[src/rtl/fp_custom_sqrt.sv]
// rtl/fp_custom_sqrt.sv - iterative binary32 square root, one root bit per clock
// Feeds IQ magnitude from the I^2+Q^2 power stage; Busy_o throttles the producer.
module fp_custom_sqrt #(
  parameter int ManWidth = 23,
  parameter int ExpWidth = 8
) (
  input  logic                       Clk_i,
  input  logic                       Rst_i,
  input  logic                       Val_i,
  input  logic [ManWidth+ExpWidth:0] Data_i,
  output logic [ManWidth+ExpWidth:0] Result_o,
  output logic                       ResultVal_o,
  output logic                       Busy_o
);

  localparam int W    = ManWidth + ExpWidth + 1;
  localparam int N    = ManWidth + 2;
  localparam int RadW = 2 * N;
  localparam int RemW = N + 3;
  localparam int CntW = $clog2(N + 1);
  localparam int Bias = (1 << (ExpWidth - 1)) - 1;
  localparam logic [W-1:0] QNaN = {1'b0, {ExpWidth{1'b1}}, 1'b1, {(ManWidth-1){1'b0}}};

  typedef enum logic [1:0] {IDLE, CALC, ROUND} state_e;

  state_e              state_q;
  logic [CntW-1:0]     cnt_q;
  logic [RadW-1:0]     rad_q;
  logic [RemW-1:0]     rem_q;
  logic [N-1:0]        root_q;
  logic [ExpWidth-1:0] exp_q;
  logic                special_q;
  logic [W-1:0]        special_val_q;
  logic [W-1:0]        result_q;
  logic                res_val_q;
  logic                busy_q;

  assign Result_o    = result_q;
  assign ResultVal_o = res_val_q;
  assign Busy_o      = busy_q;

  // Operand preparation and classification
  logic                cap_sign;
  logic [ExpWidth-1:0] cap_expf;
  logic [ManWidth-1:0] cap_manf;
  logic [ExpWidth:0]   exp_sum;
  logic                e_odd;
  logic [ExpWidth-1:0] cap_exp;
  logic [N-1:0]        cap_mant;
  logic [RadW-1:0]     cap_rad;
  logic                cap_special;
  logic [W-1:0]        cap_spec_val;

  // (E + Bias) >> 1 equals floor((E - Bias) / 2) + Bias because 2*Bias is even;
  // the dropped LSB is exactly the parity of the unbiased exponent.
  always_comb begin
    cap_sign     = Data_i[W-1];
    cap_expf     = Data_i[W-2:ManWidth];
    cap_manf     = Data_i[ManWidth-1:0];
    exp_sum      = {1'b0, cap_expf} + (ExpWidth+1)'(Bias);
    e_odd        = exp_sum[0];
    cap_exp      = exp_sum[ExpWidth:1];
    cap_mant     = e_odd ? {1'b1, cap_manf, 1'b0} : {1'b0, 1'b1, cap_manf};
    cap_rad      = {cap_mant, {N{1'b0}}};
    cap_special  = 1'b1;
    cap_spec_val = QNaN;
    if (cap_expf == '0) begin
      cap_spec_val = {cap_sign, {(W-1){1'b0}}};
    end else if (&cap_expf) begin
      cap_spec_val = (!cap_sign && cap_manf == '0) ? Data_i : QNaN;
    end else if (!cap_sign) begin
      cap_special = 1'b0;
    end
  end

  // One restoring step: bring down two radicand bits, try (4*root + 1)
  logic [RemW-1:0] rem_sh;
  logic [RemW-1:0] trial;
  logic [RemW-1:0] rem_d;
  logic [N-1:0]    root_d;
  logic [RadW-1:0] rad_d;

  always_comb begin
    rem_sh = {rem_q[RemW-3:0], rad_q[RadW-1:RadW-2]};
    trial  = {1'b0, root_q, 2'b01};
    rad_d  = {rad_q[RadW-3:0], 2'b00};
    if (rem_sh >= trial) begin
      rem_d  = rem_sh - trial;
      root_d = {root_q[N-2:0], 1'b1};
    end else begin
      rem_d  = rem_sh;
      root_d = {root_q[N-2:0], 1'b0};
    end
  end

  // Rounding: root_q[0] is the guard bit, remainder gives sticky
  logic                sticky;
  logic                round_up;
  logic [N-1:0]        rnd_sum;
  logic                rnd_carry;
  logic [ManWidth-1:0] rnd_man;
  logic [ExpWidth-1:0] rnd_exp;

  always_comb begin
    sticky    = |rem_q;
    round_up  = root_q[0] & (sticky | root_q[1]);
    rnd_sum   = {1'b0, root_q[N-1:1]} + {{(N-1){1'b0}}, round_up};
    rnd_carry = rnd_sum[N-1];
    rnd_man   = rnd_carry ? rnd_sum[ManWidth:1] : rnd_sum[ManWidth-1:0];
    rnd_exp   = exp_q + {{(ExpWidth-1){1'b0}}, rnd_carry};
  end

  always_ff @(posedge Clk_i or posedge Rst_i) begin
    if (Rst_i) begin
      state_q       <= IDLE;
      cnt_q         <= '0;
      rad_q         <= '0;
      rem_q         <= '0;
      root_q        <= '0;
      exp_q         <= '0;
      special_q     <= 1'b0;
      special_val_q <= '0;
      result_q      <= '0;
      res_val_q     <= 1'b0;
      busy_q        <= 1'b0;
    end else begin
      res_val_q <= 1'b0;
      case (state_q)
        IDLE: begin
          if (Val_i) begin
            state_q       <= CALC;
            cnt_q         <= '0;
            rad_q         <= cap_rad;
            rem_q         <= '0;
            root_q        <= '0;
            exp_q         <= cap_exp;
            special_q     <= cap_special;
            special_val_q <= cap_spec_val;
            busy_q        <= 1'b1;
          end
        end
        CALC: begin
          rad_q  <= rad_d;
          rem_q  <= rem_d;
          root_q <= root_d;
          cnt_q  <= cnt_q + CntW'(1);
          if (cnt_q == CntW'(N - 1)) begin
            state_q <= ROUND;
          end
        end
        ROUND: begin
          result_q  <= special_q ? special_val_q : {1'b0, rnd_exp, rnd_man};
          res_val_q <= 1'b1;
          busy_q    <= 1'b0;
          state_q   <= IDLE;
        end
        default: begin
          state_q <= IDLE;
          busy_q  <= 1'b0;
        end
      endcase
    end
  end

endmodule

[config.mk]
export PLATFORM = sky130hd
export DESIGN_NAME = fp_custom_sqrt
export DESIGN_NICKNAME = d
export VERILOG_FILES = /design/src/rtl/fp_custom_sqrt.sv
export SDC_FILE = /design/constraint.sdc
export NUM_CORES = 1
export LEC_CHECK = 0
export CAP_MARGIN = 25
export CORE_UTILIZATION = 45
export CTS_BUF_LIST = sky130_fd_sc_hd__clkbuf_4
export DETAILED_ROUTE_END_ITERATION = 6
export PLACE_DENSITY = 0.66
export SLEW_MARGIN = 25
export SYNTH_ARGS = -nofsm -noshare
export SYNTH_HDL_FRONTEND = slang
export SYNTH_SLANG_ARGS = --single-unit
export TNS_END_PERCENT = 30
[constraint.sdc]
create_clock -name Clk_i -period 4.7 [get_ports Clk_i]
set_input_delay 0.705 -clock Clk_i [delete_from_list [all_inputs] [get_ports Clk_i]]
set_output_delay 0.705 -clock Clk_i [all_outputs]
set_load 0.02 [all_outputs]
Yosys cells after proc, flatten, opt, wreduce, memory -nomap -nowiden
Index checks and enable logic that the tools add are counted.
Cells by class
  add/sub/neg operators: 5
  $lt $le $gt $ge: 1
  equality and inequality tests: 5
  muxes and demuxes: 25
  bitwise operators: 3
  reductions and logical operators: 12
Operators with widths (number)
  $mux W32: 4
  $pmux W50 S2: 1
  $mux W28: 2
  $pmux W28 S2: 1
  $mux W25: 2
  $mux W50: 1
  $pmux W25 S2: 1
  $ge A28 B27 Y1: 1
  $reduce_or A28 Y1: 1
  $sub A28 B27 Y28: 1
  $add A24 B1 Y25: 1
  $logic_not A23 Y1: 1
  $mux W23: 1
  $pmux W5 S2: 1
  $add A8 B7 Y9 const B: 1
  $add A8 B1 Y8: 1
  $logic_not A8 Y1: 1
  $reduce_and A2 Y1: 4
  $reduce_and A8 Y1: 1
  $mux W1: 6
  $add A5 B1 Y5 const B: 1
  $eq A5 B5 Y1 const B: 1
  $mux W5: 1
  $mux W2: 2
  12 further kinds: 13
Word-level totals
  register bits after elaboration: 185

Depth between registers and ports, before layout
  depth after elaboration: 6
  depth in mapped cells: 14
  gate-level depth less buffers: 14

Worst setup path after synthesis
OpenSTA, ideal clock, no wires.
  path type: reg-to-reg
  start: register root_q[0]
  end: register result_q[28] (netlist: Result_o[28])
  setup time: 134 ps
  arrival time: 2566 ps
  slack: 2000 ps
  cell stages (with the launch flop): 15
  buffers on the path: 0
  clock period less this slack: 2700 ps
  cells stage by stage: dfrtp_1 > inv_1 > nor2_1 > ha_1 > and3_1 > and4_4 > nand3_2 > nor4_4 > ha_1 > and3_1 > nand3_1 > xor2_1 > nor2_1 > a21oi_1 > o21ai_0
Between the ends
  longest elaborated chain between the ends: 4
Ends and longest elaborated chain
  start, declared: line 30  | logic [N-1:0] root_q;
  start signal, assigned: line 145  | root_q <= root_d;
  $and A1 B1 Y1: line 106  | round_up = root_q[0] & (sticky | root_q[1]);
  $add A24 B1 Y25: line 107  | rnd_sum = {1'b0, root_q[N-1:1]} + {{(N-1){1'b0}}, round_up};
  $add A8 B1 Y8: line 110  | rnd_exp = exp_q + {{(ExpWidth-1){1'b0}}, rnd_carry};
  $mux W32: line 152  | result_q <= special_q ? special_val_q : {1'b0, rnd_exp, rnd_man};
  end signal, assigned: line 152
  end, declared: line 34  | logic [W-1:0] result_q;
Every way passes these cells.
A chain may end at the register's enable or synchronous reset.

Worst setup path after layout
  start: register root_q[0]
  end: register result_q[30] (netlist: Result_o[30])
The elaborated chain is that of the path after synthesis.

==> reports/summary.md <==
The tools report the post-CTS setup buffer count as 0. Clock tree synthesis selected as its root buffer the cell sky130_fd_sc_hd__clkbuf_4. Setup violations remaining at the end of the flow were counted as 0. Total power for the finished layout comes to 7.15 mW.

The tools report the setup TNS after final layout as 0 ns. Element type at the critical path start: a flip-flop. The clock arrives with 0.0211 ns of skew. The tree built by TritonCTS fans out to 160 sinks. The number of enable-type register cells in the synthesized netlist is 0. Summed over all cells, the static leakage comes to 4.47 nW. Dividing the synthesized area by the synthesized cell count gives 8.88 sq um. The share of flip-flops with an asynchronous set or reset came out at 100%. Type of the worst setup path: flip-flop to flip-flop. The share of synthesized area occupied by flip-flops and latches is 43.8%, and the simple-gate share of the synthesized area is 17.9%. In this run the biggest area consumer among cell types represents 43.8% of the synthesized area. In this run the number of H-tree levels came out at 4. Once layout is done, the placed cells without fillers occupy 10300 sq um.

The synthesized netlist devotes 4.89% of its cell area to XOR and XNOR gates. TritonCTS built the clock tree. Worst relative slew slack: 38.1%.

The die is 144 microns wide. The maximum root-to-sink buffer count came out at 2. Distinct cell type count of the synthesized netlist: 62. The utilization after layout is 52.5%, and the final estimated routing congestion in global placement is 0.845.

IR analysis of the VDD net gives a maximum drop of 281 uV. Clock-pin slew was measured on the worst setup and hold paths at 0.13 ns. In this run, placement finished with an instance count of 1315. Synthesis produced 1029 cells.

The number of buffers added to fix hold violations after cts is 0, and the first-pass GRT wire length is 34600 microns. The number of buffers added on ports was 68; the global route total overflow was 0. The first TritonRoute pass finished after 5 iterations. For the worst setup path, the data required time is 5.13 ns. For the finished layout, the period the worst path requires is 3.20 ns. The worst-path maximum fanout is 9, and the share of post-route cells with drive strength above 1 is 6.83%.

The floorplan step defined a die boundary enclosing 20900 sq um. In this run, synthesis produced a sequential element count of 160. Data arrives at the worst endpoint at 3.63 ns. The wire length reported by the detailed router is 20900 microns, and the clock latency at the later pin of the worst-skew pair is 0.56 ns.

The run finished with clean final reports. The post-route worst setup slack is 1.50 ns. For the synthesized area, the log shows 9140 sq um. The tools report the type of destination of the critical path as a flip-flop. At the placement stage, the worst setup path has a slack of 1.41 ns. The final route contains 7407 vias. The placed wire-length estimate after detailed placement was 15000 microns; the net count after synthesis was 1099. The synthesized design spends more area on one cell type than any other, namely sky130_fd_sc_hd__dfrtp_1.

Derived from the worst setup path, the maximum achievable clock frequency is 0.312 GHz. The area inside the core boundary was 19700 sq um. The total count of hold-check failures in the final report was 0; the post-route non-filler standard cell count was 1350.

In the routed layout, each cell is associated on average with a via count of 5.49. Dividing the detail-routed wire length by the instance count gives 15.5 microns. Total CTS buffers: 17.

The most common cell in the synthesized netlist is sky130_fd_sc_hd__dfrtp_1. After the first detailed-routing iteration, the DRC count stood at 352. The period utilization was 68.2%. Summing the areas of all fa, ha and maj instances in the mapped netlist gives 4.79% of the synthesized area. The detail route stage leaves a number of antenna-violating nets equal to 0.

In the global route stage, overall resource usage came out at 21.1%. The placed instances occupy a cell area of 10000 sq um. After synthesis, the largest family of logic cells by area is compound AO/OA/AOI/OAI gates.

Entering global routing, the biggest net connects 69 pins. At the pin with the least slew margin, the transition time is 0.929 ns. The die is 144 microns tall.

In this run the worst hold path is classified as flip-flop to flip-flop. Setup repair after global routing left no endpoint under its margin. The post-synthesis compound-gate area fraction is 20.6%.

Ranked by instance count, the synthesized netlist is headed by sky130_fd_sc_hd__dfrtp_1, sky130_fd_sc_hd__nand2_1, sky130_fd_sc_hd__o21ai_0. For this configuration, the core starts out at a cell density of 46.5%. Pin placement for this block handled 69 I/O pins. The net total in the final layout is 1141, and the post-cts sizing count is 0.

The via count of the first global-routing pass was 6921. Among all flip-flop cells after synthesis, the most frequent one is sky130_fd_sc_hd__dfrtp_1. The tools report the max-slew violation total from the final report as 0. The filler cell count is 1863. The residual DRC count was 0; the total power per unit cell area was 694 nW/um^2. Ranked by total cell area, the synthesized netlist is headed by sky130_fd_sc_hd__dfrtp_1, sky130_fd_sc_hd__o21ai_0, sky130_fd_sc_hd__nand2_1, sky130_fd_sc_hd__ha_1, sky130_fd_sc_hd__a21oi_1. The number of max-capacitance violations reported is 0. Hold is met by 0.491 ns. The tools report the number of antenna violations at the first check in global routing as 1.

The placement row count is 51, and the synthesis-to-finish area growth is 12.9%. During synthesis, Yosys emitted a total of 0 warnings. The portion of synthesized area spent on multiplexers is 3.18%.
worst paths after layout:
path                              from  slack, ns           end  depth (start not counted)
max                          root_q[0]       1.50  Result_o[30]                         14
min                        Result_o[9]       0.49   Result_o[9]                          2
max reg2reg                  root_q[0]       1.50  Result_o[30]                         14
min reg2reg                Result_o[9]       0.49   Result_o[9]                          2
max in group asynchronous        Rst_i       3.40     rad_q[38]                          3
min in group asynchronous        Rst_i       0.55     rem_q[12]                          2
flip-flops by register name (all words and copies together), names as in the netlist, 2 cells and up:
name,count
rad_q,25
special_val_q,32
state_q,2
exp_q,8
rem_q,28
root_q,25
Result_o,32
cnt_q,5
cells by family after synthesis:
family | Yosys count
DFF | 160
and+or+nand+nor | 334
xor gates and xnor gates | 51
muxes | 29
buffers and inverters | 105
adders and majority gates | 35
AOI/OAI and AO/OA | 315
critical path, stage by stage, from the launching register on:
cell and delay, ns:
sky130_fd_sc_hd__dfrtp_1 0.42, sky130_fd_sc_hd__inv_1 0.12, sky130_fd_sc_hd__nor2_1 0.12, sky130_fd_sc_hd__ha_1 0.19, sky130_fd_sc_hd__and3_1 0.23, sky130_fd_sc_hd__and4_4 0.27
sky130_fd_sc_hd__nand3_2 0.14, sky130_fd_sc_hd__nor4_4 0.57, sky130_fd_sc_hd__ha_1 0.29, sky130_fd_sc_hd__and3_1 0.22, sky130_fd_sc_hd__nand3_1 0.10, sky130_fd_sc_hd__xor2_1 0.14
sky130_fd_sc_hd__nor2_1 0.05, sky130_fd_sc_hd__a21oi_1 0.14, sky130_fd_sc_hd__o21ai_0 0.09
cell usage in the layout (no fill, tap or decap), drive strengths merged, types with 17 or more instances in the layout:
| master | count |
|---|---|
| a21oi | 87 |
| a22oi | 30 |
| clkbuf | 17 |
| clkdlybuf4s50 | 68 |
| dfrtp | 160 |
| ha | 35 |
| inv | 51 |
| mux2i | 29 |
| nand2 | 132 |
| nand3 | 20 |
| nor2 | 63 |
| nor2b | 28 |
| nor3 | 20 |
| nor4 | 22 |
| o21ai | 138 |
| xnor2 | 36 |
final cells by class:
type                    count  area, sq um  area share, %
multi-input cells         764         4720           45.8
flip-flops and latches    160         4010           38.8
repair buffers             82          838           8.13
well taps                 265          332           3.21
inverters                  46          176           1.71
clock buffers              17          128           1.24
clock inverters            15          109           1.06
diodes                      1         2.50         0.0243
layer usage:
layer  GRT usage (%)  up-vias  part of all wire, %  routed length (microns)
met3            3.31       25                  3.4                      720
li1                -     3729                    -                        -
met1            30.7     3505                   50                    10300
met5               0        -                    0                        0
met2            31.8      148                   45                     9470
met4            7.37        0                  1.6                      331
power by group:
part / internal (mW) / switching, mW
clock network: 0.216 / 0.519
registers: 1.87 / 0.499
logic: 1.73 / 2.32
total: 3.82 / 3.34
Note: power is estimated with default switching activity, not from simulation.
==> variant (config.mk and constraints unchanged) <==
Put one more register stage on the output `ResultVal_o`, cleared by the reset. The value now appears one clock later. The other outputs are not delayed to match.
--- a/src/rtl/fp_custom_sqrt.sv
+++ b/src/rtl/fp_custom_sqrt.sv
@@ -36,7 +36,13 @@
   logic                busy_q;
 
   assign Result_o    = result_q;
-  assign ResultVal_o = res_val_q;
+  always_ff @(posedge Clk_i or posedge Rst_i) begin
+    if (Rst_i) begin
+      ResultVal_o <= '0;
+    end else begin
+      ResultVal_o <= res_val_q;
+    end
+  end
   assign Busy_o      = busy_q;
 
   // Operand preparation and classification
Behaviour: same outputs for any inputs over 10 cycles, from zero or initial values and one cycle with Rst_i high; that may be too few to reach the edited logic, so the function may still have changed.
==> variant against the original RTL <==
  * Worst setup slack worse by 0.013 ns
  * Clock power rose by 14%
  * Combinational power increased by 6.4%
  * Critical path type unchanged
  * Clock skew is 0.0038 ns higher
  * Area after synthesis fell by 0.47%
  * Cell area shrank 0.33%
  * Power up 4.9%
  * Routed wire length down 1.2%
  * Sequential cell count rose by 1
==> variant: results (changes against the original RTL) <==
| Metric | Value |
|---|---|
| Status | `completed` |
| Largest net degree at the start of global routing | `95 (+38%)` |
| Count of cell types in the netlist | `71 (+15%)` |
| Post-synthesis mux area share | `0.0299 (-0.00192)` |
| Vias in the first global route | `6694 (-3.3%)` |
| CP max stage cell | `dfrtp_1` |
| GR Util met2 | `0.321 (+0.00230)` |
| Post-synth top cells | `dfrtp_1 (161), nand2_1 (120), o21ai_0 (97)` |
| Crit-path max cell delay | `0.40 ns (-0.17 ns)` |
| Crit Path Max Fanout | `10 (+1)` |
| First-pass GRT wire length | `34.3 mm (-0.96%)` |
| # port buffers | `68 (unchanged)` |
| Setup WS pre-CTS | `1.41 ns (-0.000100 ns)` |
| Leak | `4.39 nW (-1.8%)` |
| GR Util met3 | `0.0331 (unchanged)` |
| H-tree Lvls | `4 (unchanged)` |
| CTS Buffer Depth | `2 (unchanged)` |
| Relative slew margins | `0.320 (-0.0602)` |
| Antenna violations before repair | `1 (unchanged)` |
| Reg clk slew, reported paths | `0.13 ns (about the same)` |
| Synth area leaders | `dfrtp_1 (44%), o21ai_0 (5.3%), nand2_1 (5.0%), ha_1 (4.8%), a21oi_1 (4.1%)` |
| Critical Path Source | `root_q[0]` |
| FFs w/ async S/R, synth | `1.00 (unchanged)` |
| Net count, final | `1118 (-2.0%)` |
| Post-synthesis compound-gate area fraction | `0.215 (+0.00853)` |
| Root buffer cell | `clkbuf_4` |
| Switching Share | `0.467 (about the same)` |
| Most used DFF post-synth | `dfrtp_1` |
| CP top delay family | `simple AND/OR/NAND/NOR gates` |
| Post-CTS setup buffers | `0 (unchanged)` |
| Detailed Place HPWL | `14.8 mm (-1.3%)` |
| PostCTS Resize Cnt | `0 (unchanged)` |
| Inserted Clock Buffers | `17 (unchanged)` |
| Met1 global-route usage | `0.308 (+0.00122)` |
| Layout cells sized above 1 | `0.0698 (+0.00155)` |
| Sequential-to-total area share from yosys stat | `0.443 (+0.00480)` |
| DRT iter0 DRCs | `423 (+20%)` |
| Routability-driven placement congestion ratio | `0.860 (+1.7%)` |
| Worst VDD drop | `0.000348 V (+24%)` |
| Clock Latency Late Sink | `~0.57 ns` |
| Critical Path AT | `3.66 ns (+0.03 ns)` |
| Via count | `7219 (-2.5%)` |
| Synth Area in XOR/XNOR | `0.0549 (+0.00601)` |
| Clock Skews | `0.0249 ns (+0.00384 ns)` |
| Hold_sp | `res_val_q` |
| Pre-antenna DRT Iters | `5 (unchanged)` |
| Post-Synth Adder-Cell Area | `0.0482 (+0.000224)` |
| Total Wirelength | `20.6 mm (-1.2%)` |
| Yosys warnings | `0 (unchanged)` |
| Hold WC Path Type | `reg2reg` |
| GRT Overall Usage | `0.209 (-0.00217)` |
[variant: changes by cell type after synthesis, moves of 5 or more]
cell / before / now
o21ai_1: 13 / 43
o21ai_0: 117 / 97
a21oi_1: 87 / 74
nand2_1: 132 / 120
o22ai_1: 1 / 11
a32oi_1: 12 / 4
o21ai_2: 8 / 2
a22o_1: 7 / 2
nor3_1: 20 / 15
[variant: per-stage QoR]
| step | cells | instance area, sq um |
|---|---|---|
| global placement | 1294 | 9990 |
| CTS | 1325 | 10300 |
| floorplan | 1003 | 9100 |
| finish | 1326 | 10300 |
| global route | 1326 | 10300 |
| detailed placement | 1294 | 9990 |
[variant: cells by family (layout without fill, tap and decap cells)]
kind of cell | after synthesis | after routing
compound gates | 315 | 315
simple gates | 313 | 313
flops | 161 | 161
buf+inv | 95 | 152
xor+xnor | 57 | 57
fa+ha+maj | 35 | 35
mux | 27 | 27
other cells | 0 | 1
[variant: metal layers]
metal | up-vias | routed length [microns]
met4 | 0 | 192
met3 | 16 | 555
met1 | 3444 | 10500
met5 | - | 0
met2 | 113 | 9390
li1 | 3646 | -
[variant: worst paths after layout]
| kind | to | slack [ns] | cells past startpoint |
|---|---|---|---|
| setup / recovery | Result_o[30] | 1.48 | 15 |
| min in group asynchronous | Result_o[10] | 0.56 | 2 |
| max in group asynchronous | rem_q[23] | 3.16 | 3 |
| hold / removal | ResultVal_o | 0.37 | 0 |
| setup reg to reg | Result_o[30] | 1.48 | 15 |
| hold reg to reg | ResultVal_o | 0.37 | 0 |
[variant: final cells by class]
class,count,area [sq um]
fill,1911,9370
multi-input combinational,747,4690
sequential,161,4030
timing repair buffer,80,783
tap,265,332
inverter,41,158
clock inverter,14,155
clock buffer,17,128
antenna,1,2.50
[variant: power groups by stage]
| stage | clock (W) | combinational, W | sequential (W) |
|---|---|---|---|
| global placement | 0 | 0.00423 | 0.00237 |
| floorplan | 0 | 0.00344 | 0.00230 |
| CTS | 0.000864 | 0.00430 | 0.00235 |
| global route | 0.000921 | 0.00482 | 0.00242 |
| finish | 0.000838 | 0.00431 | 0.00236 |
| detailed placement | 0 | 0.00429 | 0.00238 |
